--- src/rtl/shift_unit_seq.sv ---
// shift_unit_seq: multi-cycle SLL/SRL/SRA/ROR shift unit for the execute stage.
// Shifts up to STEP bits per cycle under a start/done handshake.
// Optional feature macro: SHIFT_FLAGS_EN adds cout (last bit shifted out) and zf (result zero).
//
// state   | meaning
// --------+-----------------------------------------------------------
// S_IDLE  | waiting for start; dalja/flags hold the last result
// S_SHIFT | shifting acc by min(STEP, rem) each cycle
// S_DONE  | one-cycle done pulse, dalja valid; back to S_IDLE next
module shift_unit_seq #(
    parameter int WIDTH = 16,
    parameter int SHW   = 4,
    parameter int STEP  = 1
) (
    input  logic             clk,
    input  logic             rst,
    input  logic             start,
    input  logic [1:0]       mode,
    input  logic [WIDTH-1:0] hyrja,
    input  logic [SHW-1:0]   shamt,
    output logic             busy,
    output logic             done,
    output logic [WIDTH-1:0] dalja
`ifdef SHIFT_FLAGS_EN
    ,
    output logic             cout,
    output logic             zf
`endif
);

    typedef enum logic [1:0] {S_IDLE, S_SHIFT, S_DONE} state_t;

    localparam logic [1:0]       MODE_SLL = 2'd0;
    localparam logic [1:0]       MODE_SRL = 2'd1;
    localparam logic [1:0]       MODE_SRA = 2'd2;
    localparam logic [SHW:0]     WIDTH_W  = (SHW+1)'(WIDTH);
    localparam logic [SHW:0]     STEP_W   = (SHW+1)'(STEP);
    localparam logic [WIDTH-1:0] ONES     = '1;

    state_t           state_q, state_d;
    logic [WIDTH-1:0] acc_q, acc_d;
    logic [SHW-1:0]   rem_q, rem_d;
    logic [1:0]       mode_q, mode_d;
    logic [WIDTH-1:0] dalja_q, dalja_d;
    logic             busy_q, busy_d;
    logic             done_q, done_d;

    logic [SHW-1:0]   s;
    logic [SHW:0]     s_w;
    logic [WIDTH-1:0] shifted;

    // Step amount and one step of the selected shift applied to acc.
    always_comb begin
        s       = ({1'b0, rem_q} < STEP_W) ? rem_q : STEP_W[SHW-1:0];
        s_w     = {1'b0, s};
        shifted = acc_q;
        case (mode_q)
            MODE_SLL: shifted = acc_q << s;
            MODE_SRL: shifted = acc_q >> s;
            MODE_SRA: shifted = acc_q[WIDTH-1] ? ((acc_q >> s) | ~(ONES >> s)) : (acc_q >> s);
            default:  shifted = (acc_q >> s) | (acc_q << (WIDTH_W - s_w));
        endcase
    end

`ifdef SHIFT_FLAGS_EN
    logic             cout_q, cout_d;
    logic             zf_q, zf_d;
    logic             cout_step;
    logic [SHW-1:0]   idx_sll;
    logic [SHW-1:0]   idx_r;

    // Bit leaving acc on this step; for ROR this is also the new MSB.
    always_comb begin
        idx_sll   = SHW'(WIDTH_W - s_w);
        idx_r     = s - SHW'(1);
        cout_step = (mode_q == MODE_SLL) ? acc_q[idx_sll] : acc_q[idx_r];
    end
`endif

    // Next-state, datapath and registered-output computation.
    always_comb begin
        state_d = state_q;
        acc_d   = acc_q;
        rem_d   = rem_q;
        mode_d  = mode_q;
        dalja_d = dalja_q;
`ifdef SHIFT_FLAGS_EN
        cout_d  = cout_q;
        zf_d    = zf_q;
`endif
        case (state_q)
            S_IDLE: begin
                if (start) begin
                    acc_d  = hyrja;
                    rem_d  = shamt;
                    mode_d = mode;
                    if (shamt == '0) begin
                        state_d = S_DONE;
                        dalja_d = hyrja;
`ifdef SHIFT_FLAGS_EN
                        cout_d  = 1'b0;
                        zf_d    = (hyrja == '0);
`endif
                    end else begin
                        state_d = S_SHIFT;
                    end
                end
            end
            S_SHIFT: begin
                acc_d = shifted;
                rem_d = rem_q - s;
                if (rem_q == s) begin
                    state_d = S_DONE;
                    dalja_d = shifted;
`ifdef SHIFT_FLAGS_EN
                    cout_d  = cout_step;
                    zf_d    = (shifted == '0);
`endif
                end
            end
            default: state_d = S_IDLE;
        endcase
        busy_d = (state_d != S_IDLE);
        done_d = (state_d == S_DONE);
    end

    // State and output registers; synchronous reset aborts any operation.
    always_ff @(posedge clk) begin
        if (rst) begin
            state_q <= S_IDLE;
            acc_q   <= '0;
            rem_q   <= '0;
            mode_q  <= '0;
            dalja_q <= '0;
            busy_q  <= 1'b0;
            done_q  <= 1'b0;
`ifdef SHIFT_FLAGS_EN
            cout_q  <= 1'b0;
            zf_q    <= 1'b0;
`endif
        end else begin
            state_q <= state_d;
            acc_q   <= acc_d;
            rem_q   <= rem_d;
            mode_q  <= mode_d;
            dalja_q <= dalja_d;
            busy_q  <= busy_d;
            done_q  <= done_d;
`ifdef SHIFT_FLAGS_EN
            cout_q  <= cout_d;
            zf_q    <= zf_d;
`endif
        end
    end

    assign busy  = busy_q;
    assign done  = done_q;
    assign dalja = dalja_q;
`ifdef SHIFT_FLAGS_EN
    assign cout  = cout_q;
    assign zf    = zf_q;
`endif

endmodule

--- config.mk ---
export PLATFORM = sky130hd
export DESIGN_NAME = shift_unit_seq
export DESIGN_NICKNAME = d
export VERILOG_FILES = /design/src/rtl/shift_unit_seq.sv
export SDC_FILE = /design/constraint.sdc
export NUM_CORES = 1
export LEC_CHECK = 0
export CORE_ASPECT_RATIO = 0.8
export CORE_UTILIZATION = 48
export DETAILED_ROUTE_END_ITERATION = 16
export PLACE_DENSITY = 0.77
export SLEW_MARGIN = 20
export SYNTH_ARGS = -nofsm -noshare
export SYNTH_HDL_FRONTEND = slang
export SYNTH_SLANG_ARGS = --single-unit
--- constraint.sdc ---
create_clock -name clk -period 3.2 [get_ports clk]
set_input_delay 0.48 -clock clk [delete_from_list [all_inputs] [get_ports clk]]
set_output_delay 0.48 -clock clk [all_outputs]
set_load 0.1 [all_outputs]
* Word level (Yosys, flattened, before mapping) *
Index checks and enable logic that the tools add are counted.

storage, ports and cells
  ROM bits = 0
  input bits = 25
  memories kept = 0
  word-level logic and storage cells = 48
  RAM bits = 0
  register bits = 42
  latch bits = 0
  output and inout bits = 18

operators by class
  add/sub/neg operators = 2
  shift-type cells = 4
  reductions and logical operators = 8
  $lt $le $gt $ge = 1
  multiplexer cells = 15
  equal/unequal tests = 8
  div/mod/pow operators = 0
  multipliers = 0
  bitwise logic cells = 3

operators by type and width
  operator                                                    count
  2-to-1 mux 16 bit                                           5
  one-hot mux 16 bit (2 select lines)                         2
  one-hot mux 16 bit (3 select lines)                         1
  bitwise OR 16 bit                                           2
  NOT 16 bit                                                  1
  left shift 16 x 4 -> 16 bit                                 1
  left shift 16 x 5 -> 16 bit                                 1
  right shift 16 x 4 -> 16 bit                                1
  right shift 16 x 4 -> 16 bit, first input constant          1
  2-to-1 mux 4 bit                                            2
  one-hot mux 4 bit (2 select lines)                          1
  2-to-1 mux 2 bit                                            3
  inequality test 2 bit, second input constant                3
  subtractor 5 x 4 -> 5 bit, first input constant             1
  equality test 2 x 1 -> 1 bit, second input constant         2
  equality test 2 bit, second input constant                  2
  equality test 4 bit                                         1
  zero test 2 bit                                             2
  zero test 4 bit                                             1
  less-than comparator 4 x 1 -> 1 bit, second input constant  1
  one-hot mux 2 bit (2 select lines)                          1
  AND reduction 2 bit                                         2
  AND reduction 4 bit                                         1
  nonzero test 2 bit                                          2
  subtractor 4 bit                                            1

* Depth between registers and ports, before layout *
  depth in word-level cells = 9
  depth in mapped cells = 13
  gate-level depth less buffers = 10

* Worst setup path before layout *
Ideal clock, no wire load.

  path kind = flip-flop to flip-flop
  start point = register rem_q[1]
  end point = register dalja_q[10], in the netlist dalja[10]
  clock period less this slack = 3221 ps
  slack = -21 ps
  setup time = 71 ps
  buffers on the path = 5
  arrival time = 3151 ps
  stages on the path, launching flop included = 12
  path through = dfxtp_1 > clkbuf_1 > nor4_4 > buf_4 > buf_2 > ha_1 > ha_1 > clkbuf_1 > clkbuf_1 > a2111oi_0 > o221ai_1 > a21oi_1

between the ends
  word-level cells in the longest chain between the ends = 9
  elaborated cells between the ends (all ways) = 17
  those cells by class = add/sub: 1; order compare: 1; eq/ne: 2; shift: 4; mux: 5; bitwise: 3; reduce/logical: 1

RTL lines
  element                                                                            RTL line  text
  start: declaration                                                                 42        logic [SHW-1:0] rem_q, rem_d;
  start signal: assignment                                                           144       rem_q <= rem_d;
  parallel branches: the longest is 9 deep, another holds subtractor 5 x 4 -> 5 bit  n/a
  end signal: assignment                                                             146       dalja_q <= dalja_d;
  end: declaration                                                                   44        logic [WIDTH-1:0] dalja_q, dalja_d;

Parallel ways; which one is timed is not known. The select of a mux whose other input is x is not followed.
A chain may end at the register's enable or synchronous reset.

* Worst setup path after layout *
  start point = register rem_q[0]
  end point = register dalja_q[3], in the netlist dalja[3]

The elaborated chain is that of the path after synthesis.

==> results.md <==
* Clock root cell: clkbuf_8
* # fillers at 560
* Crit path max-delay family: simple AND/OR/NAND/NOR gates
* Syn. warnings at 0
* Hold Path Class: register to register
* Antenna cell count at 0
* Area of the multi-input gates at 1930 sq um
* Detail Route met3 WL at 990 um
* Final Slew Violations at 0
* Post-Route Setup TNS at 0 ns
* Number of synthesized flops with an enable pin at 0
* Crit Path Category: register to register
* #FFs+latches synth at 42
* Maximum clock frequency at 357 MHz
* Port Buffers at 42
* Clock buffer depth at 2
* Final period utilization at 0.874
* Site row count at 25
* Instance count on the critical path at 9
* Slowest-stage cell, CP: dfxtp_1
* CTS buffer count at 5
* Slew at the pin closest to its max-slew limit at 0.995 ns
* Clock Skews at 0.00914 ns
* # setup viols final at 0
* Residual DRC at 0
* Post-CTS Setup Bufs at 0
* GPL Wtd Cong at 0.943
* Worst VDD drop at 0.000293 V
* Top routing layer in use: met4
* Post_cts resized at 0
* Core ar. at 5940 sq um
* Post-Synthesis Cells at 407
* Unique masters post-synth at 55
* NumNets Final at 461
* Die X at 90.2 um
* Top FF cell, synth: dfxtp_1
* Worst-path fanout max at 11
* Synthesized cell area at 2990 sq um
* Most used cell along the critical path: ha_1
* Met1 wire length at 4530 um
* Most frequent cell after synthesis: nand2_1
* Leakage at 1.29 nW
* Layout area overhead at 18.5%
* Post-CTS Hold Buffers at 0
* Largest net degree at the start of global routing at 44
* Req. time, crit path at 3.40 ns
* CTS tree: yes
* First-pass GRT wire length at 16500 um
* Routed Antenna Nets at 0
* DR vias at 3302
* Initial antenna violation count at 0
* Final Core Density at 0.596
* Max_cap viols at 0
* Critical path cell sequence: nor4_4 > ha_1 > ha_1 > buf_4 > nor3b_1 > a21oi_1 > o211ai_1 > nand3_1 > a311oi_1
* RSZ-0062 raised after global routing: no
* Slew HR at 0.334
* FFs w/ async S/R, synth at 0
* Synth area leaders: dfxtp_1 (28%), nand2_1 (6.2%), nor2_1 (5.5%)
* DP HPWL at 7380 um
* Placed Cells at 504
* Vias in the first global route at 2974
* Clock tree sinks at 42
* Layout cells sized above 1 at 0.107
* Power per Cell Area at 575 nW/um^2
* Post-synthesis sequential area ratio at 0.282
* Worst path arrival time at 3.00 ns
* Clock-pin slew on the worst setup and hold paths at 0.09 ns
* DR pass1 iterations at 5
* Clock latency on the worst-skew pair at 0.31 ns
* Final wirelength at 10400 um
* Buffer and inverter count on the worst path at 1
* Avg Cell Area, Syn at 7.34 sq um
* Final hold violations at 0
* Drt wl/cell at 20.3 um
* Met2 WL post-DR at 4790 um
* Grt ovf at 0
* Chip height at 72.6 um
* Vias per std cell at 6.45
* First DRT Iteration DRCs at 307
* Non-filler instance count after layout at 512
* Worst reg2reg path depth at 9
* Worst path max stage delay at 0.39 ns
* Starting Density at 0.503
* Ports at 43
* Post-synth top area share at 0.282
* Post-synth top cells: nand2_1 (49), nor2_1 (44), dfxtp_1 (42)
* FF/Latch Area at 841 sq um
* Gr usage total at 0.323
* WHS Path Cells at 2
* Critical Path End Type: register
* Die area at 6540 sq um
* Startpoint type of the worst setup path: register
* Crit path time final at 2.80 ns
* CTS H-tree lvls at 2
* Status: completed
* Yosys top cell by area: dfxtp_1
-- routing by layer --
layer,global-route usage,vias up
li1,-,1552
met3,0.0618,12
met1,0.444,1555
met4,0.0681,0
met5,0,-
met2,0.532,183
-- state kept, by name, indices dropped and copies added (netlist names) --
signal	cells
mode_q	2
rem_q	4
done	1
acc_q	16
state_q	2
busy	1
dalja	16
-- where the power goes --
part,internal (mW),switching [mW],total [mW]
sequential,0.584,0.111,0.695
clock,0.154,0.200,0.355
combinational,0.335,0.649,0.984
total,1.07,0.960,2.03
-- final cells by class --
type | count | share of cell area
Multi-Input combinational cell | 308 | 0.545
Inverter | 15 | 0.0159
Tap cell | 81 | 0.0286
Clock buffer | 6 | 0.0205
Sequential cell | 42 | 0.238
Clock inverter | 2 | 0.00389
Timing Repair Buffer | 58 | 0.148
-- layout by cell type, fill, tap and decap left out, types with 2 or more instances in the layout --
cell	instances
nand2_1	49
nor2_1	43
dfxtp_1	42
clkdlybuf4s50_1	36
a21oi_1	31
buf_4	22
o21ai_0	15
inv_1	14
nand3_1	13
a211oi_1	11
mux2i_1	10
a311oi_1	9
nor3_1	8
o211ai_1	8
o32ai_1	8
a221oi_1	8
a31oi_1	8
nor2b_1	7
mux2_2	6
ha_1	6
o31ai_1	5
clkbuf_8	5
nand2b_1	4
o22ai_1	4
a22oi_1	4
nand4_1	4
conb_1	4
o41a_1	3
a31o_2	3
o2111ai_1	3
o221ai_1	3
nor3b_1	2
nor4_1	2
and2_1	2
and3b_1	2
and3_1	2
a2bb2oi_1	2
a41oi_1	2
-- path summary, 6_finish.rpt --
kind | startpoint | to | slack, ns
max reg2reg | rem_q[0] | dalja[3] | 0.40
max | rem_q[0] | dalja[3] | 0.40
min | dalja[10] | dalja[10] | 0.46
min reg2reg | dalja[10] | dalja[10] | 0.46
-- cells by family after synthesis --
family,after synthesis,share of synthesized area
adder cells (fa/ha/maj),6,0.0251
buffers and inverters,59,0.0762
flip-flops,42,0.282
multiplexers,17,0.0637
other,2,0.00251
AND/OR/NAND/NOR,146,0.231
AO/OA/AOI/OAI,135,0.320
-- tightest hold or removal path, stage by stage (launching register included) --
cell	delay [ns]
dfxtp_1	0.32
nand2_1	0.05
a21oi_1	0.05
-- metrics by stage --
stage	hold WS (ns)	worst slack (ns)	total power, mW	area [sq um]
after floorplan	0.491	-0.00582	1.39	3000
after CTS	0.470	0.395	2.01	3540
after detailed placement	0.454	0.414	1.66	3450
after global routing	0.500	0.135	2.13	3540
final	0.462	0.402	2.03	3540
after global placement	0.444	0.544	1.66	3450
Note: power is estimated with default switching activity, not from simulation.
